File: src/rtl/uart_alu_sequencer.sv
// uart_alu_sequencer
//
// Frame controller between a UART receiver, a 16-bit ALU and a UART transmitter.
// It collects a 5-byte command frame: A[7:0], A[15:8], B[7:0], B[15:8], opcode.
// It then drives the ALU, latches the result and sends it low byte first.
//
// Optional feature: define SEQ_TIMEOUT_EN to enable the inter-byte timeout.
// TIMEOUT_CYCLES sets the timeout length.
//
// Ports:
//   clock       in   system clock, rising edge
//   reset       in   synchronous active-high reset
//   rx_data     in   received byte, valid with rx_ready
//   rx_ready    in   one-cycle strobe from UART RX
//   alu_result  in   combinational ALU result for op_a/op_b/alu_op
//   tx_busy     in   UART TX busy
//   op_a        out  ALU operand A (registered)
//   op_b        out  ALU operand B (registered)
//   alu_op      out  ALU operation (registered)
//   tx_data     out  byte to transmit, valid with tx_start
//   tx_start    out  one-cycle TX request
//   busy        out  high outside WAIT_A0
//   error       out  one-cycle pulse on invalid opcode
//   overrun     out  one-cycle pulse on a byte dropped outside a receive state
//   timeout     out  one-cycle pulse on inter-byte timeout (0 without SEQ_TIMEOUT_EN)
module uart_alu_sequencer #(
    parameter int unsigned TIMEOUT_CYCLES = 1000000
) (
    input  logic        clock,
    input  logic        reset,
    input  logic [7:0]  rx_data,
    input  logic        rx_ready,
    input  logic [15:0] alu_result,
    input  logic        tx_busy,
    output logic [15:0] op_a,
    output logic [15:0] op_b,
    output logic [2:0]  alu_op,
    output logic [7:0]  tx_data,
    output logic        tx_start,
    output logic        busy,
    output logic        error,
    output logic        overrun,
    output logic        timeout
);

    typedef enum logic [3:0] {
        StWaitA0,
        StWaitA1,
        StWaitB0,
        StWaitB1,
        StWaitOp,
        StExec,
        StTxLo,
        StWaitLo,
        StTxHi,
        StWaitHi
    } state_t;

    state_t      r_state;
    logic [15:0] r_op_a;
    logic [15:0] r_op_b;
    logic [2:0]  r_alu_op;
    logic [15:0] r_result;
    logic [7:0]  r_tx_data;
    logic        r_tx_start;
    logic        r_error;
    logic        r_overrun;
    // Set once tx_busy is seen high in a WAIT_* state, so a byte is only
    // considered finished after TX has actually picked it up.
    logic        r_seen_busy;

    logic        w_rx_state;
    logic        w_mid_frame;

    assign w_rx_state  = (r_state inside {StWaitA0, StWaitA1, StWaitB0, StWaitB1, StWaitOp});
    assign w_mid_frame = (r_state inside {StWaitA1, StWaitB0, StWaitB1, StWaitOp});

`ifdef SEQ_TIMEOUT_EN
    localparam logic [31:0] TmoLast = 32'(TIMEOUT_CYCLES - 1);
    logic [31:0] r_tmo_cnt;
    logic        r_timeout;
`else
    // Parameter only matters with the timeout enabled.
    logic        w_unused_tmo;
    assign w_unused_tmo = ^(32'(TIMEOUT_CYCLES)) ^ w_mid_frame;
`endif

    always_ff @(posedge clock) begin
        if (reset) begin
            r_state     <= StWaitA0;
            r_op_a      <= 16'h0;
            r_op_b      <= 16'h0;
            r_alu_op    <= 3'd0;
            r_result    <= 16'h0;
            r_tx_data   <= 8'h0;
            r_tx_start  <= 1'b0;
            r_error     <= 1'b0;
            r_overrun   <= 1'b0;
            r_seen_busy <= 1'b0;
`ifdef SEQ_TIMEOUT_EN
            r_tmo_cnt   <= 32'd0;
            r_timeout   <= 1'b0;
`endif
        end else begin
            r_tx_start <= 1'b0;
            r_error    <= 1'b0;
            r_overrun  <= rx_ready && !w_rx_state;
`ifdef SEQ_TIMEOUT_EN
            r_timeout  <= 1'b0;
`endif
            case (r_state)
                StWaitA0: if (rx_ready) begin
                    r_op_a[7:0] <= rx_data;
                    r_state     <= StWaitA1;
                end
                StWaitA1: if (rx_ready) begin
                    r_op_a[15:8] <= rx_data;
                    r_state      <= StWaitB0;
                end
                StWaitB0: if (rx_ready) begin
                    r_op_b[7:0] <= rx_data;
                    r_state     <= StWaitB1;
                end
                StWaitB1: if (rx_ready) begin
                    r_op_b[15:8] <= rx_data;
                    r_state      <= StWaitOp;
                end
                StWaitOp: if (rx_ready) begin
                    if (rx_data < 8'd5) begin
                        r_alu_op <= rx_data[2:0];
                        r_state  <= StExec;
                    end else begin
                        r_error <= 1'b1;
                        r_state <= StWaitA0;
                    end
                end
                StExec: begin
                    // ALU has had a full cycle to settle on the new operands.
                    r_result <= alu_result;
                    r_state  <= StTxLo;
                end
                StTxLo: if (!tx_busy) begin
                    r_tx_start <= 1'b1;
                    r_tx_data  <= r_result[7:0];
                    r_state    <= StWaitLo;
                end
                StWaitLo: begin
                    if (tx_busy) begin
                        r_seen_busy <= 1'b1;
                    end else if (r_seen_busy) begin
                        r_seen_busy <= 1'b0;
                        r_state     <= StTxHi;
                    end
                end
                StTxHi: if (!tx_busy) begin
                    r_tx_start <= 1'b1;
                    r_tx_data  <= r_result[15:8];
                    r_state    <= StWaitHi;
                end
                StWaitHi: begin
                    if (tx_busy) begin
                        r_seen_busy <= 1'b1;
                    end else if (r_seen_busy) begin
                        r_seen_busy <= 1'b0;
                        r_state     <= StWaitA0;
                    end
                end
                default: r_state <= StWaitA0;
            endcase
`ifdef SEQ_TIMEOUT_EN
            // An accepted byte on the expiry cycle wins over the timeout.
            if (w_mid_frame && !rx_ready) begin
                if (r_tmo_cnt == TmoLast) begin
                    r_tmo_cnt <= 32'd0;
                    r_timeout <= 1'b1;
                    r_state   <= StWaitA0;
                end else begin
                    r_tmo_cnt <= r_tmo_cnt + 32'd1;
                end
            end else begin
                r_tmo_cnt <= 32'd0;
            end
`endif
        end
    end

    assign op_a     = r_op_a;
    assign op_b     = r_op_b;
    assign alu_op   = r_alu_op;
    assign tx_data  = r_tx_data;
    assign tx_start = r_tx_start;
    assign busy     = (r_state != StWaitA0);
    assign error    = r_error;
    assign overrun  = r_overrun;
`ifdef SEQ_TIMEOUT_EN
    assign timeout  = r_timeout;
`else
    assign timeout  = 1'b0;
`endif

endmodule

File: config.mk
export PLATFORM = sky130hd
export DESIGN_NAME = uart_alu_sequencer
export DESIGN_NICKNAME = d
export VERILOG_FILES = /design/src/rtl/uart_alu_sequencer.sv
export SDC_FILE = /design/constraint.sdc
export NUM_CORES = 1
export LEC_CHECK = 0
export CORE_MARGIN = 4
export CORE_UTILIZATION = 43
export DETAILED_ROUTE_END_ITERATION = 12
export PLACE_DENSITY_LB_ADDON = 0.1
export RECOVER_POWER = 50
export SYNTH_ARGS = -nofsm -noshare
export SYNTH_HDL_FRONTEND = slang
export SYNTH_SLANG_ARGS = --single-unit
File: constraint.sdc
create_clock -name clock -period 2.1 [get_ports clock]
set_input_delay 0.63 -clock clock [delete_from_list [all_inputs] [get_ports clock]]
set_output_delay 0.63 -clock clock [all_outputs]
set_load 0.02 [all_outputs]
## Word-level counts from Yosys, hierarchy flattened

Index checks and enable logic that the tools add are counted.

| operators by class | value |
|---|---|
| $lt $le $gt $ge | 1 |
| equal/unequal tests | 20 |
| mux-type cells | 19 |
| bitwise gates (word level) | 3 |
| reductions and logical operators | 17 |

Operator list:

| operator | number |
|---|---|
| 2-to-1 mux 4 bit | 11 |
| case mux 4 bit (10 select lines) | 1 |
| != test 2 bit (second input constant) | 11 |
| equality test 4 x 3 -> 1 bit (second input constant) | 4 |
| 2-to-1 mux 8 bit | 2 |
| case mux 8 bit (2 select lines) | 1 |
| AND reduction 11 bit | 1 |
| equality test 4 x 2 -> 1 bit (second input constant) | 2 |
| equality test 4 bit (second input constant) | 2 |
| less-than comparator 8 x 3 -> 1 bit (second input constant) | 1 |
| AND reduction 2 bit | 4 |
| AND reduction 3 bit | 2 |
| OR reduction 2 bit | 3 |
| nonzero test 5 bit | 1 |
| equality test 4 x 1 -> 1 bit (second input constant) | 1 |
| zero test 4 bit | 1 |
| nonzero test 4 bit | 1 |
| 2-to-1 mux 1 bit | 3 |
| 2-to-1 mux 3 bit | 1 |
| NOT 1 bit | 3 |
| OR reduction 3 bit | 1 |
| nonzero test 2 bit | 1 |
| logical AND 1 bit | 1 |
| zero test 1 bit | 1 |

| word-level totals | value |
|---|---|
| bits in registers | 67 |
| input port bits | 28 |
| output and inout port bits | 48 |
| logic and storage cells | 72 |

## Logic depth before layout (Yosys ltp)

Gate-level depths: netlist of the first run.

| logic depth | value |
|---|---|
| word-level depth | 4 |
| depth in mapped cells | 7 |
| gate-level depth less buffers | 4 |

## Worst setup path before layout of the first run

Ideal clock, no wire load.

| timing | value |
|---|---|
| path kind | input to register |
| start point | input port rx_ready |
| end point | register r_op_b[15] (netlist: op_b[15]) |
| setup time | 128 ps |
| arrival | 1492 ps |
| data required time | 1972 ps |
| setup slack | 481 ps |
| stages on the path | 5 |
| path buffers | 2 |
| cell sequence | clkbuf_1 > and4b_1 > buf_2 > mux2i_1 > nor2_1 |

| between the ends | value |
|---|---|
| word-level cells in the longest chain between the ends | 1 |

RTL lines:

| what | RTL line | text |
|---|---|---|
| from (decl) | 32 | `input logic rx_ready,` |
| AND reduction 2 bit (no line) | - |  |
| to (signal assigned) | 125 | `r_op_b[15:8] <= rx_data;` |
| to (decl) | 61 | `logic [15:0] r_op_b;` |

No other way between the ends.
A chain may end at the register's enable or synchronous reset.

## Final worst setup path of the first run

| timing | value |
|---|---|
| start point | input port rx_data[3] |
| end point | register r_alu_op[1] (netlist: alu_op[1]) |

| between the ends | value |
|---|---|
| word-level cells in the longest chain between the ends | 2 |

RTL lines:

| what | RTL line | text |
|---|---|---|
| from (decl) | 31 | `input logic [7:0] rx_data,` |
| less-than comparator 8 x 3 -> 1 bit | 129 | `if (rx_data < 8'd5) begin` |
| AND reduction 3 bit (no line) | - |  |
| to (signal assigned) | 130 | `r_alu_op <= rx_data[2:0];` |
| to (decl) | 62 | `logic [2:0] r_alu_op;` |

No other way between the ends.

==> results of run 1 <==
-- worst reg2reg max path, cell delays in order (launching register included) --
cell and delay, ns:
sky130_fd_sc_hd__dfxtp_1 0.32, sky130_fd_sc_hd__clkbuf_2 0.21, sky130_fd_sc_hd__or3b_1 0.43, sky130_fd_sc_hd__a211oi_1 0.38, sky130_fd_sc_hd__buf_12 0.20, sky130_fd_sc_hd__nor2_1 0.05, sky130_fd_sc_hd__a211oi_1 0.20
-- cell type report --
type	count	area share
multi-input combinational	203	0.327
clock inverter	2	0.00916
inverter	3	0.00295
sequential	67	0.351
tap	75	0.0245
timing repair buffer	101	0.242
clock buffer	12	0.0432
-- where the power goes --
group | internal, mW | switching (mW) | total (mW)
registers | 1.30 | 0.0151 | 1.31
logic | 0.157 | 0.158 | 0.315
clock network | 0.631 | 0.451 | 1.08
-- layer usage --
metal / share of wire / global-route usage
met4: 0.028 / 0.0934
met3: 0.051 / 0.0492
met1: 0.48 / 0.241
met2: 0.44 / 0.259
met5: 0 / 0
-- repair_timing --
item	CTS	global route
gates resized for setup	2	0
hold buffers	0	0
endpoints found under the setup margin	1	0
-- synthesized netlist by cell type, types with 5 or more instances --
library cell	n	area [um2]
sky130_fd_sc_hd__a211oi_1	7	52.6
sky130_fd_sc_hd__mux2i_1	44	440
sky130_fd_sc_hd__nand2_1	36	135
sky130_fd_sc_hd__o21ai_0	5	25.0
sky130_fd_sc_hd__a21oi_1	18	90.1
sky130_fd_sc_hd__dfxtp_1	67	1340
sky130_fd_sc_hd__buf_2	7	35.0
sky130_fd_sc_hd__nand2b_1	6	37.5
sky130_fd_sc_hd__nor2_1	49	184
sky130_fd_sc_hd__clkbuf_1	9	33.8
-- through the flow --
step / util / cells / setup slack (ns) / instance area (um2)
after detailed placement: 0.610 / 449 / -0.0672 / 3670
after floorplan: - / 294 / 0.481 / 2720
after global routing: 0.635 / 463 / 0.0750 / 3820
final: 0.635 / 463 / 0.136 / 3820
after CTS: 0.643 / 463 / 0.150 / 3870
after global placement: 0.610 / 449 / -0.0166 / 3670
-- cell families (layout without fill, tap and decap cells) --
family	count (synthesis)	in the layout	synth area share
flip-flops	67	67	0.493
AND/OR/NAND/NOR	116	116	0.197
other	1	1	0.00138
XOR/XNOR	1	1	0.00322
multiplexers	44	44	0.162
buffers and inverters	24	118	0.0419
AO/OA/AOI/OAI	41	41	0.102
-- path summary, 6_finish.rpt --
kind | to | slack (ns) | depth (start not counted)
hold / removal | r_result[6]$_SDFFE_PP0P_ | 0.45 | 2
setup / recovery | alu_op[1]$_SDFFE_PP0P_ | 0.14 | 7
setup reg to reg | tx_data[1]$_SDFFE_PP0P_ | 0.24 | 6
hold reg to reg | r_result[6]$_SDFFE_PP0P_ | 0.45 | 2
-- state kept, by name (all words and copies together) (netlist names) --
name / cells
alu_op: 3
error: 1
op_a: 16
op_b: 16
overrun: 1
r_result: 16
r_seen_busy: 1
r_state: 4
tx_data: 8
tx_start: 1
==> results, run 1 <==
- Port buffering added 74 buffers.
- The number of enable flip-flop cells after synthesis is 0.
- The clock-pin transition on the worst setup and hold timing paths is ~0.06 ns.
- Buffers inserted during clock tree synthesis total 9.
- In this run the worst setup path begins at rx_data[3].
- The largest net degree at the start of global routing is 36.
- The instance count of the mapped netlist is slightly below 300.
- The proportion of synthesized chip area in sequential cells is 0.493.
- The number of sinks on the clock net is 67.
- The floorplan step set the die width to ~88 um.
- Across the run, the number of max-cap violations was 0.
- The later-pin clock latency in the skew report is ~0.33 ns.
- The aggregate routed wire length is ~6500 um.
- The Yosys step of the flow raised 0 warnings.
- The area of the die is around 7700 um2.
- At the pin with the least slew margin, the transition time is about 0.54 ns.
- The post-route clock period utilization is 0.935.
- The number of antenna violations at the first check in global routing was 0.
- The clock tree synthesis step divided the H-tree into 3 levels.
- The sort of element at the start of the critical path is an input pin.
- The antenna diode count is 0.
- Summing over every cut layer, the via total after detailed routing is around 2.3k.
- In this run the power density over the cells is just over 700 nW/um2.
- The root buffer cell chosen for the clock tree is sky130_fd_sc_hd__clkbuf_8.
- The initial core utilization is 0.451.
- The aggregate negative setup slack is 0 ns.
- For this design, the slowest cell found on the critical path is sky130_fd_sc_hd__dlygate4sd3_1.
- The async set-or-reset flop fraction in the synthesized netlist is 0.
- The fill cell total of the finished layout is 512.
- In this run the vertical extent of the chip is around 90 um.
- The worst register-to-register path begins at r_state[2]$_SDFFE_PP0P_.
- Summed over all layers, the global routing overflow is 0.
- In this run the remaining antenna-violating nets after routing total 0.
- The mapped netlist covers between 2000 and 3000 um2.
- The area taken by flip-flops and latches is roughly 1300 um2.
- The count of endpoints failing setup in the final report is 0.
- The worst clock skew is around 0.0087 ns.
- The maximum fanout along the worst path is 5.
- Synthesis inferred between 60 and 70 register bits.
- The post-synth net total is approximately 320.
- The total core area is 6030 um2.
- Timing would allow up to roughly 0.5 GHz.
- In the final layout, the share of cells above drive strength 1 is 0.113.
- The net total in the final layout is between 400 and 500.
- The total count of max-transition violations in the final report is 0.
- The type of element capturing the critical path is a register.
- The via count of the first global-routing pass is 2193.
- The multi-input combinational cell area is roughly 1300 um2.
- Setup repair after global routing left no endpoint under its margin.
- The mean area per synthesized cell is ~9 um2.
- Among all flip-flop cells after synthesis, the most frequent one is sky130_fd_sc_hd__dfxtp_1.
- The count of different cell masters after synthesis is 39.
- The hold violation count in the final report is 0.
- The run finished with clean final reports.
- On the worst path, the slowest cell contributes a delay of roughly 0.60 ns.
- The post-detailed-route DRC marker count is 0.
- 76 I/O pins were placed.
- The clock tree from TritonCTS is built.
- The minimum hold slack is about 0.45 ns.
- The number of DRC violations after detailed-routing iteration 0 is 52.
- The area overhead of the layout relative to synthesis is 40.6%.
- For this run, the total global-route usage over all layers was measured as 0.178.
- The signal on the critical path passes through dlygate4sd3_1 > nor3_1 > buf_4 > nand3_1 > nor2_1 > buf_4 > mux2i_1.
- The critical path contains buffers and inverters numbering 3 combined.
- Among cell families on the critical path, the largest total delay comes from buffers and inverters.
- The worst setup path is of the in -> reg kind.
- The length of the first detailed-routing pass in iterations is 4.
- The tightest min-delay check is of the reg -> reg type.
- The clock passes through at most 2 buffers.
- The worst voltage drop across the vdd grid is about 0.48 mV.
- For this design the static power due to leakage is approximately 1.5 nW.
- The ratio of routed vias to standard cells is ~4.9.
- The time the final worst path needs with I/O delays and setup is between 1.5 and 2 ns.
- The data required time of the critical path is roughly 2.4 ns.
- The global placer's final weighted congestion is between 0.8 and 0.9.
- In the final routed layout, each cell accounts on average for ~14 um.
- For the worst setup path, the data arrival time is roughly 2.2 ns.
- The leading cell type in the layout, fill and taps excluded is sky130_fd_sc_hd__clkdlybuf4s50_1.
- The final total power is roughly 2.7 mW.
- The most common cell type on the critical path is sky130_fd_sc_hd__buf_4.
- The relative slew slack is 0.640.
- In the layout the commonest cells are sky130_fd_sc_hd__clkdlybuf4s50_1 (70), sky130_fd_sc_hd__dfxtp_1 (67), sky130_fd_sc_hd__nor2_1 (48), sky130_fd_sc_hd__mux2i_1 (44), sky130_fd_sc_hd__nand2_1 (36).
- Detailed placement finished with a half-perimeter wire length of between 4000 and 5000 um.
- The start point of the worst hold path is r_result[6]$_SDFFE_PP0P_.
- Buffers added to address setup during post-CTS repair amount to 0.
- Row generation in the floorplan step produced 28 rows.
- The first global-routing pass estimated 10600 um of wire.
Note: power is estimated with default switching activity, not from simulation.
==> run 2: changes to the inputs <==
==> constraint.sdc (replaced) <==
create_clock -name clock -period 2.2 [get_ports clock]
set_input_delay 0.66 -clock clock [delete_from_list [all_inputs] [get_ports clock]]
set_output_delay 0.66 -clock clock [all_outputs]
set_load 0.02 [all_outputs]
==> run 2 against run 1 <==
Critical path depth shrank 1. Combinational power down 6%. First-iteration DRC count grew 67%. Final cell count is 0.86% lower. Non-clock buffer count is 6 lower. Via count grew 0.22%. Setup slack gained 0.036 ns. Largest power group unchanged.
==> results, run 2 (synthesis gave the netlist of run 1 again) <==
- The flow ran to the end, and the final reports show no timing, DRC or antenna violations.
- The ratio of routed vias to standard cells is around 5.0.
- The number of gates resized after CTS was 1.
- For this run, the detailed router's first-pass iteration total came to 4.
- The most common cell type on the critical path is sky130_fd_sc_hd__clkbuf_1.
- In this run the worst path has a maximum fanout of 7.
- The post-route clock period utilization is 0.922.
- The number of buffers created by CTS is 9.
- The tool flagged a number of max-cap violations equal to 0.
- Derived from the worst setup path, the maximum achievable clock frequency is roughly 0.5 GHz.
- The leading cell type in the layout, fill and taps excluded is sky130_fd_sc_hd__clkdlybuf4s50_1.
- At the worst endpoint, the arrival time is 2.24 ns.
- The later-pin clock latency in the skew report is 0.33 ns.
- The aggregate routed wire length is between 6000 and 7000 um.
- The class of the most critical setup path is in -> reg.
- The detailed-route wire length per cell is between 10 and 15 um.
- The buffer and inverter count on the worst path is 3.
- The number of vias after detailed routing is roughly 2.3k.
- The count of standard-cell rows is 28.
- The root buffer cell chosen for the clock tree is sky130_fd_sc_hd__clkbuf_8.
- For the pin with the worst max-slew slack, the measured transition is between 0.7 and 0.8 ns.
- The dominant delay contributor by cell family on the critical path is buffers and inverters.
- For the worst setup path, the data required time is 2.41 ns.
- The vertical extent of the die is between 80 and 90 um.
- The total count of max-transition violations in the final report is 0.
- The initial utilization of the core area, before any placement, comes to 0.451.
- The final antenna-violating net count is 0.
- The clock tree from TritonCTS is built.
- The leakage power figure is 1.53 nW.
- Detailed placement finished with a half-perimeter wire length of roughly 4600 um.
- The worst setup path is launched from an input pin.
- The worst stage delay on the critical path is 0.64 ns.
- The H-tree generated during clock tree synthesis spans 3 levels.
- 76 I/O pins were placed.
- The worst voltage drop across the vdd grid is just under 0.4 mV.
- The number of sinks on the clock net is 67.
- The clock arrives with approximately 0.0076 ns of skew.
- Entering global routing, the biggest net connects 44 pins.
- The maximum number of buffers from clock root to sink is 2.
- The number of DRC violations after detailed-routing iteration 0 is 87.
- From left edge to right edge, the die measures 87.5 um.
- The number of antenna violations at the first check in global routing is 0.
- The minimum hold slack is around 0.45 ns.
- The port buffer count is 74.
- The hold violation count in the final report is 0.
- The routed design could run at a clock period as short as 2.03 ns.
- The number of buffers added for setup after CTS is 0.
- The worst setup path is captured at a register.
- The hold buffer count at cts is 0.
- After the last flow step, the layout net total stands at approximately 400.
- On the critical path, the stage with the largest delay is an instance of sky130_fd_sc_hd__dlygate4sd3_1.
- The total core area is 6030 um2.
- The type of the worst min-delay path is reg -> reg.
- The fraction of final layout cells sized beyond drive strength 1 is 0.0990.
- The global routing usage summed across all routing layers is 0.178.
- Compared with the post-synthesis result, the final layout area differs by 40.8%.
- The antenna diode count is 0.
- The via count of the first global-routing pass is about 2.1k.
- The multi-input combinational cell area is 1260 um2.
- The clock-pin transition on the worst setup and hold timing paths is approximately 0.07 ns.
- The relative slew slack is 0.494.
- The filler cells instantiated in the layout total between 500 and 600.
- The post-detailed-route DRC marker count is 0.
- The first global-routing pass estimated between 10000 and 15000 um of wire.
- Walking the worst path, the cells encountered are dlygate4sd3_1 > clkbuf_1 > nand3_1 > clkbuf_1 > mux2i_1 > nor2_1.
- In this run the power density over the cells is 699 nW/um2.
- The area of the die is roughly 7700 um2.
- The aggregate negative setup slack is 0 ns.
- The area taken by flip-flops and latches is around 1300 um2.
- Routability-driven placement finished with a final weighted congestion of roughly 0.75.
- The top cell types in the final layout, fill and taps aside, are sky130_fd_sc_hd__clkdlybuf4s50_1 (70), sky130_fd_sc_hd__dfxtp_1 (67), sky130_fd_sc_hd__nor2_1 (47), sky130_fd_sc_hd__mux2i_1 (44), sky130_fd_sc_hd__nand2_1 (36).
- Global routing finished with a remaining overflow of 0.
- The count of endpoints failing setup in the final report is 0.
- Setup repair after global routing left no endpoint under its margin.
[run 2: final timing paths]
check | endpoint | slack, ns | cells past startpoint | startpoint
worst max-delay path | op_a[4]$_SDFFE_PP0P_ | 0.17 | 6 | rx_ready
worst max register to register | tx_data[5]$_SDFFE_PP0P_ | 0.27 | 6 | r_state[3]$_SDFFE_PP0P_
worst min register to register | r_result[6]$_SDFFE_PP0P_ | 0.45 | 2 | r_result[6]$_SDFFE_PP0P_
worst min-delay path | r_result[6]$_SDFFE_PP0P_ | 0.45 | 2 | r_result[6]$_SDFFE_PP0P_
[run 2: tightest hold or removal path: cells and delay by family, from the launching register on]
kind | cells | cell delay [ns]
flops | 1 | 0.31
compound gates | 1 | 0.05
simple gates | 1 | 0.05
[run 2: power by group]
part,internal (mW),switching [mW]
Combinational,0.147,0.150
Sequential,1.24,0.0145
Clock,0.671,0.453
[run 2: layout make-up]
type                       instances  share of cell area
clock buffer                      12              0.0379
clock inverter                     4              0.0193
inverter                           3             0.00294
multi-input combinational        203               0.330
sequential                        67               0.350
tap                               75              0.0245
timing repair buffer              95               0.235
[run 2: per-layer routing]
layer | global-route usage | share of wire | routed length (um)
met5 | 0 | 0 | 0
met4 | 0.0586 | 0.011 | 72
met3 | 0.0681 | 0.071 | 452
met2 | 0.249 | 0.43 | 2780
met1 | 0.252 | 0.48 | 3080
[run 2: metrics by stage]
| stage | power, mW | cell area, um2 | instances | utilization | worst slack (ns) |
|---|---|---|---|---|---|
| final | 2.67 | 3830 | 459 | 0.635 | 0.171 |
| after global routing | 2.78 | 3830 | 459 | 0.635 | 0.0988 |
| after CTS | 2.70 | 3850 | 459 | 0.639 | 0.00806 |
| after detailed placement | 1.59 | 3630 | 443 | 0.602 | 0.0122 |
| after global placement | 1.58 | 3630 | 443 | 0.602 | 0.0806 |
| after floorplan | 1.43 | 2720 | 294 | - | 0.551 |
